`src/rtl/mem_read_arbiter_pkg.sv`:
```
// mem_read_arbiter_pkg
// Shared types and constants for the memory read-port arbiter:
//   arb_state_t  - arbiter FSM state (IDLE / ADDR / DATA), 2-bit encoding
//   GNT_IFU/LSU  - encoding of the 1-bit grant (and round-robin 'last') register
//   RESP_*       - AXI read response codes (passed through, never interpreted)
package mem_read_arbiter_pkg;

  typedef enum logic [1:0] {
    ST_IDLE = 2'b00,
    ST_ADDR = 2'b01,
    ST_DATA = 2'b10
  } arb_state_t;

  localparam logic GNT_IFU = 1'b0;
  localparam logic GNT_LSU = 1'b1;

  localparam logic [1:0] RESP_OKAY   = 2'b00;
  localparam logic [1:0] RESP_SLVERR = 2'b10;

endpackage

```
`src/rtl/mem_read_arbiter_arb_pick.sv`:
```
// arb_pick
// Combinational winner selection between the IFU and LSU read requests.
// Build option: ARB_ROUND_ROBIN_EN
//   defined   - on a tie the master not recorded in 'last' wins
//   undefined - fixed priority, LSU always beats IFU; 'last' is ignored
// Ports:
//   ifu_req  in   IFU arvalid
//   lsu_req  in   LSU arvalid
//   last     in   master that completed most recently (GNT_* encoding)
//   req_any  out  at least one request pending
//   winner   out  selected master (GNT_* encoding), valid when req_any
module arb_pick
  import mem_read_arbiter_pkg::*;
(
  input  logic ifu_req,
  input  logic lsu_req,
  input  logic last,
  output logic req_any,
  output logic winner
);

  assign req_any = ifu_req | lsu_req;

`ifdef ARB_ROUND_ROBIN_EN
  always_comb begin
    winner = GNT_IFU;
    if (ifu_req && lsu_req) winner = ~last;
    else if (lsu_req)       winner = GNT_LSU;
  end
`else
  logic unused_last;
  assign unused_last = last;

  always_comb begin
    winner = GNT_IFU;
    if (lsu_req) winner = GNT_LSU;
  end
`endif

endmodule

```
`src/rtl/mem_read_arbiter.sv`:
```
// mem_read_arbiter
// Shares the single AXI-lite read port of data memory between the IFU and the
// LSU load path. One transaction outstanding at a time, granted whole: the
// winner's address is registered onto the memory AR channel and the R
// response is routed back to the same master.
// Build option: ARB_ROUND_ROBIN_EN (round-robin tie break; default fixed
// priority with LSU over IFU).
// Ports:
//   clk, rst                    clock, synchronous active-high reset
//   ifu_ar*/ifu_r*              IFU read address / response channels
//   lsu_ar*/lsu_r*              LSU read address / response channels
//   mem_ar*/mem_r*              memory read address / response channels
//
// state | meaning
// IDLE  | no transaction; arbitrate, pulse winner's arready, latch address
// ADDR  | mem_arvalid held with stable mem_araddr until mem_arready
// DATA  | R channel routed to the granted master until the R handshake
module mem_read_arbiter
  import mem_read_arbiter_pkg::*;
#(
  parameter int ADDR_W = 32,
  parameter int DATA_W = 32
) (
  input  logic              clk,
  input  logic              rst,

  input  logic              ifu_arvalid,
  input  logic [ADDR_W-1:0] ifu_araddr,
  output logic              ifu_arready,
  output logic              ifu_rvalid,
  output logic [DATA_W-1:0] ifu_rdata,
  output logic [1:0]        ifu_rresp,
  input  logic              ifu_rready,

  input  logic              lsu_arvalid,
  input  logic [ADDR_W-1:0] lsu_araddr,
  output logic              lsu_arready,
  output logic              lsu_rvalid,
  output logic [DATA_W-1:0] lsu_rdata,
  output logic [1:0]        lsu_rresp,
  input  logic              lsu_rready,

  output logic              mem_arvalid,
  output logic [ADDR_W-1:0] mem_araddr,
  input  logic              mem_arready,
  input  logic              mem_rvalid,
  input  logic [DATA_W-1:0] mem_rdata,
  input  logic [1:0]        mem_rresp,
  output logic              mem_rready
);

  arb_state_t state;
  logic       grant;
  logic       last_q;
  logic       req_any;
  logic       winner;
  logic       in_idle;
  logic       in_data;
  logic       ifu_sel;
  logic       lsu_sel;

  arb_pick u_arb_pick (
    .ifu_req (ifu_arvalid),
    .lsu_req (lsu_arvalid),
    .last    (last_q),
    .req_any (req_any),
    .winner  (winner)
  );

  assign in_idle = (state == ST_IDLE);
  assign in_data = (state == ST_DATA);

  // arready is combinational so the winner sees acceptance in its request cycle
  assign ifu_arready = in_idle && req_any && (winner == GNT_IFU);
  assign lsu_arready = in_idle && req_any && (winner == GNT_LSU);

  assign ifu_sel = in_data && (grant == GNT_IFU);
  assign lsu_sel = in_data && (grant == GNT_LSU);

  assign mem_rready = (ifu_sel && ifu_rready) || (lsu_sel && lsu_rready);

  assign ifu_rvalid = ifu_sel && mem_rvalid;
  assign ifu_rdata  = ifu_sel ? mem_rdata : '0;
  assign ifu_rresp  = ifu_sel ? mem_rresp : 2'b00;

  assign lsu_rvalid = lsu_sel && mem_rvalid;
  assign lsu_rdata  = lsu_sel ? mem_rdata : '0;
  assign lsu_rresp  = lsu_sel ? mem_rresp : 2'b00;

`ifndef ARB_ROUND_ROBIN_EN
  assign last_q = GNT_LSU;
`endif

  always_ff @(posedge clk) begin
    if (rst) begin
      state       <= ST_IDLE;
      grant       <= GNT_IFU;
      mem_arvalid <= 1'b0;
      mem_araddr  <= '0;
`ifdef ARB_ROUND_ROBIN_EN
      last_q      <= GNT_LSU;
`endif
    end else begin
      case (state)
        ST_IDLE: begin
          if (req_any) begin
            grant       <= winner;
            mem_araddr  <= (winner == GNT_LSU) ? lsu_araddr : ifu_araddr;
            mem_arvalid <= 1'b1;
            state       <= ST_ADDR;
          end
        end
        ST_ADDR: begin
          if (mem_arready) begin
            mem_arvalid <= 1'b0;
            state       <= ST_DATA;
          end
        end
        ST_DATA: begin
          if (mem_rvalid && mem_rready) begin
            state  <= ST_IDLE;
`ifdef ARB_ROUND_ROBIN_EN
            last_q <= grant;
`endif
          end
        end
        default: state <= ST_IDLE;
      endcase
    end
  end

endmodule

```
`config.mk`:
```
export PLATFORM = sky130hd
export DESIGN_NAME = mem_read_arbiter
export DESIGN_NICKNAME = d
export VERILOG_FILES = /design/src/rtl/mem_read_arbiter_pkg.sv /design/src/rtl/mem_read_arbiter_arb_pick.sv /design/src/rtl/mem_read_arbiter.sv
export SDC_FILE = /design/constraint.sdc
export NUM_CORES = 1
export LEC_CHECK = 0
export CAP_MARGIN = 20
export CORE_ASPECT_RATIO = 0.8
export CORE_MARGIN = 10
export CORE_UTILIZATION = 30
export CTS_CLUSTER_SIZE = 16
export DETAILED_ROUTE_END_ITERATION = 12
export PLACE_DENSITY = 0.86
export SYNTH_ARGS = -nofsm -noshare
export SYNTH_HDL_FRONTEND = slang
export SYNTH_SLANG_ARGS = --single-unit
```
`constraint.sdc`:
```
create_clock -name clk -period 2.1 [get_ports clk]
set_input_delay 0.315 -clock clk [delete_from_list [all_inputs] [get_ports clk]]
set_output_delay 0.315 -clock clk [all_outputs]
set_load 0.01 [all_outputs]
```
==> impl_metrics.py <==
metrics = {
    "worst_hold_path": {
        "hp-class": "reg2reg",
        "hold_end": "mem_araddr[30]$_SDFFE_PP0P_",
        "hold_depth": 1,
        "hold_path.startpoint": "mem_araddr[30]$_SDFFE_PP0P_",
    },
    "yosys": {
        "ys_types": 22,
        "syn_inst": 212,
        "synth_area_um2": 1920,
        "yosysWarnings": 0,
        "yosysTopAreaCellShare": 0.375,
        "synth_area_leader_cell": "dfxtp_1",
        "synth_area_leaders": "dfxtp_1 (38%), and2_1 (33%), a221o_1 (17%)",
        "synth-seq-cells": 36,
        "ys_seq_area_frac": 0.375,
        "syn-num-nets": 318,
        "avgSynthCellArea_um2": 9.07,
    },
    "grt": {
        "grt_pass1_vias": 2572,
        "grt_pass1_wl_mm": 14.6,
        "grt_max_degree": 35,
        "grt_util_all_layers": 0.184,
        "antenna_found_initial": 0,
        "grt-ovfl-total": 0,
    },
    "detailed_routing": {
        "ant_nets": 0,
        "first_iter_violations": 90,
        "wirelength_mm": 9.99,
        "wire_per_inst_um": 19.5,
        "firstDrtPassIters": 6,
        "drc": 0,
        "viasPerCell": 4.77,
        "route.vias.total": 2443,
    },
    "pwr": {
        "p_int_mw": 1.39,
        "power.leakage_nw": 2.08,
        "vdd_drop_max_v": 0.000227,
        "p_per_area_nw_per_um2": 446,
        "swShare": 0.272,
        "comb_power_share": 0.332,
        "p_clk_frac": 0.255,
        "p_seq_frac": 0.413,
        "switching_power_uw": 521,
    },
    "timing": {
        "fin_skew_ns": 0.00496,
        "fin_crit_ns": 2.05,
        "max_freq_ghz": 0.487,
        "layout_setup_ws_ns": 0.0464,
        "post-route-period-util": 0.978,
        "hold_violations": 0,
        "tightest_slew_ns": 0.352,
        "slew_viol_final": 0,
        "finalSetupViolations": 0,
        "relSlewSlack": 0.765,
    },
    "worst_setup_path": {
        "cp_slowest_stage_delay_ns": 0.53,
        "reg2reg_slack_ns": 0.55,
        "arrival_ns": 1.74,
        "cp_top_family": "buffers and inverters",
        "worstPathBufferInverterCount": 2,
        "path_class": "reg2out",
        "reg2reg_depth": 5,
        "crit_fanout": 17,
        "slowest_stage": "clkdlybuf4s50_1",
        "crit_chain": "nand2b_4, nor2_4, buf_12, and2_1, clkdlybuf4s50_1",
        "worstPathRequired_ns": 1.78,
        "worstReg2RegEnd": "mem_araddr[6]$_SDFFE_PP0P_",
        "reg2reg_from": "state[0]$_SDFFE_PP0P_",
        "crit_path_end_kind": "output port",
        "cp-start-kind": "flip-flop",
    },
    "placed_design": {
        "globalplace.congestion": 0.804,
        "hpwl_mm": 8.20,
        "dp_slack_ns": 0.0929,
        "port-buffer-count": 211,
        "dp_cells": 498,
    },
    "floorplanning": {
        "core_um2": 6070,
        "die_h_um": 91.6,
        "rows": 25,
        "die_width_um": 109,
        "start_util": 0.317,
        "io_pins": 212,
        "dieArea_um2": 10000,
    },
    "cts": {
        "cts_buffers": 5,
        "cts_tree": "yes",
        "ctsHoldBuffers": 0,
        "clk_path_buf_depth": 2,
        "path_clk_slew_ns": 0.07,
        "clk_latency_ns": 0.29,
        "h-tree-depth": 2,
        "clock-sinks": 36,
        "clock_tree.root_cell": "clkbuf_8",
    },
    "layout": {
        "final_nets": 536,
        "final_common_cell": "clkdlybuf4s50_1",
        "drive_above_1_share": 0.0812,
        "insertedDiodeCount": 0,
        "syn_to_final_growth_pct": 123,
        "postLayoutCoreUtil": 0.708,
        "fin_cells": 512,
        "final_cell_mix": "clkdlybuf4s50_1 (145), and2_1 (101), dlygate4sd2_1 (61), dfxtp_1 (35), a221o_1 (32)",
    },
    "run_status": {
        "status": "completed",
    },
    "job": {
        "drv_cap": 0,
    },
}
==> final cells by class <==
| cell class | instances | area (µm²) |
|---|---|---|
| sequential | 36 | 722 |
| fill | 498 | 1770 |
| clock buffer | 5 | 68.8 |
| multi-input combinational | 156 | 1150 |
| tap | 81 | 101 |
| timing repair buffer | 227 | 2220 |
| inverter | 4 | 15.0 |
| clock inverter | 3 | 18.8 |
==> state kept, by name (all words and copies together) (netlist names) <==
register     cells
state            2
mem_araddr      32
grant            1
mem_arvalid      1
==> kinds of logic after synthesis <==
| group | synth area share |
|---|---|
| compound gates | 0.199 |
| simple gates | 0.373 |
| mux | 0.00521 |
| buf+inv | 0.0475 |
| flops | 0.375 |
==> synth_stat cells <==
cell	n
a2111oi_0	1
a211o_1	1
a21oi_1	4
a221o_1	32
and2_1	101
buf_2	3
buf_4	3
clkbuf_1	9
clkbuf_2	1
dfxtp_1	36
inv_1	4
mux2i_1	1
nand2b_1	1
nand3b_1	1
nor2_1	5
nor2b_1	1
nor3_1	2
nor4b_2	2
o21ba_2	1
o21bai_1	1
o31ai_1	1
or2_2	1
==> worst max path at each step <==
stage	startpoint	cells past startpoint	to
after floorplan	state[0]$_SDFFE_PP0P_	4	lsu_rdata[10]
after global placement	lsu_arvalid	3	ifu_arready
after detailed placement	lsu_arvalid	3	ifu_arready
after CTS	state[0]$_SDFFE_PP0P_	5	ifu_rdata[27]
after global routing	state[0]$_SDFFE_PP0P_	5	lsu_rdata[1]
final	state[1]$_SDFFE_PP0P_	5	lsu_rdata[1]
==> metal layers <==
metal  routed length [µm]  global-route usage  share of wire
met4                  240              0.0639          0.024
met1                 3600               0.191           0.36
met3                 1030              0.0791           0.10
met2                 5110               0.322           0.51
met5                    0                   0              0
==> power by group through the flow <==
stage	sequential, mW	combinational, mW	clock (mW)
floorplan	0.832	0.164	0
detailed placement	0.801	0.641	0
CTS	0.788	0.635	0.502
finish	0.789	0.636	0.488
global placement	0.798	0.629	0
global route	0.797	0.679	0.544
==> timing repair <==
action | CTS | global route
pin swaps | 0 | 1
setup buffers | 1 | 3
gates cloned | 1 | 1
resized for setup | 68 | 9
endpoints found under the setup margin | 68 | 9
==> per-stage QoR <==
step | instance area, µm² | setup TNS, ns | hold WS [ns] | power (mW)
detailed placement | 4170 | 0 | 0.467 | 1.44
CTS | 4220 | -0.243 | 0.494 | 1.93
global placement | 4170 | 0 | 0.469 | 1.43
floorplan | 1920 | 0 | 0.384 | 0.996
global route | 4290 | -0.0119 | 0.507 | 2.02
finish | 4290 | 0 | 0.486 | 1.91
No activity file was read; power rests on OpenSTA's default activity.
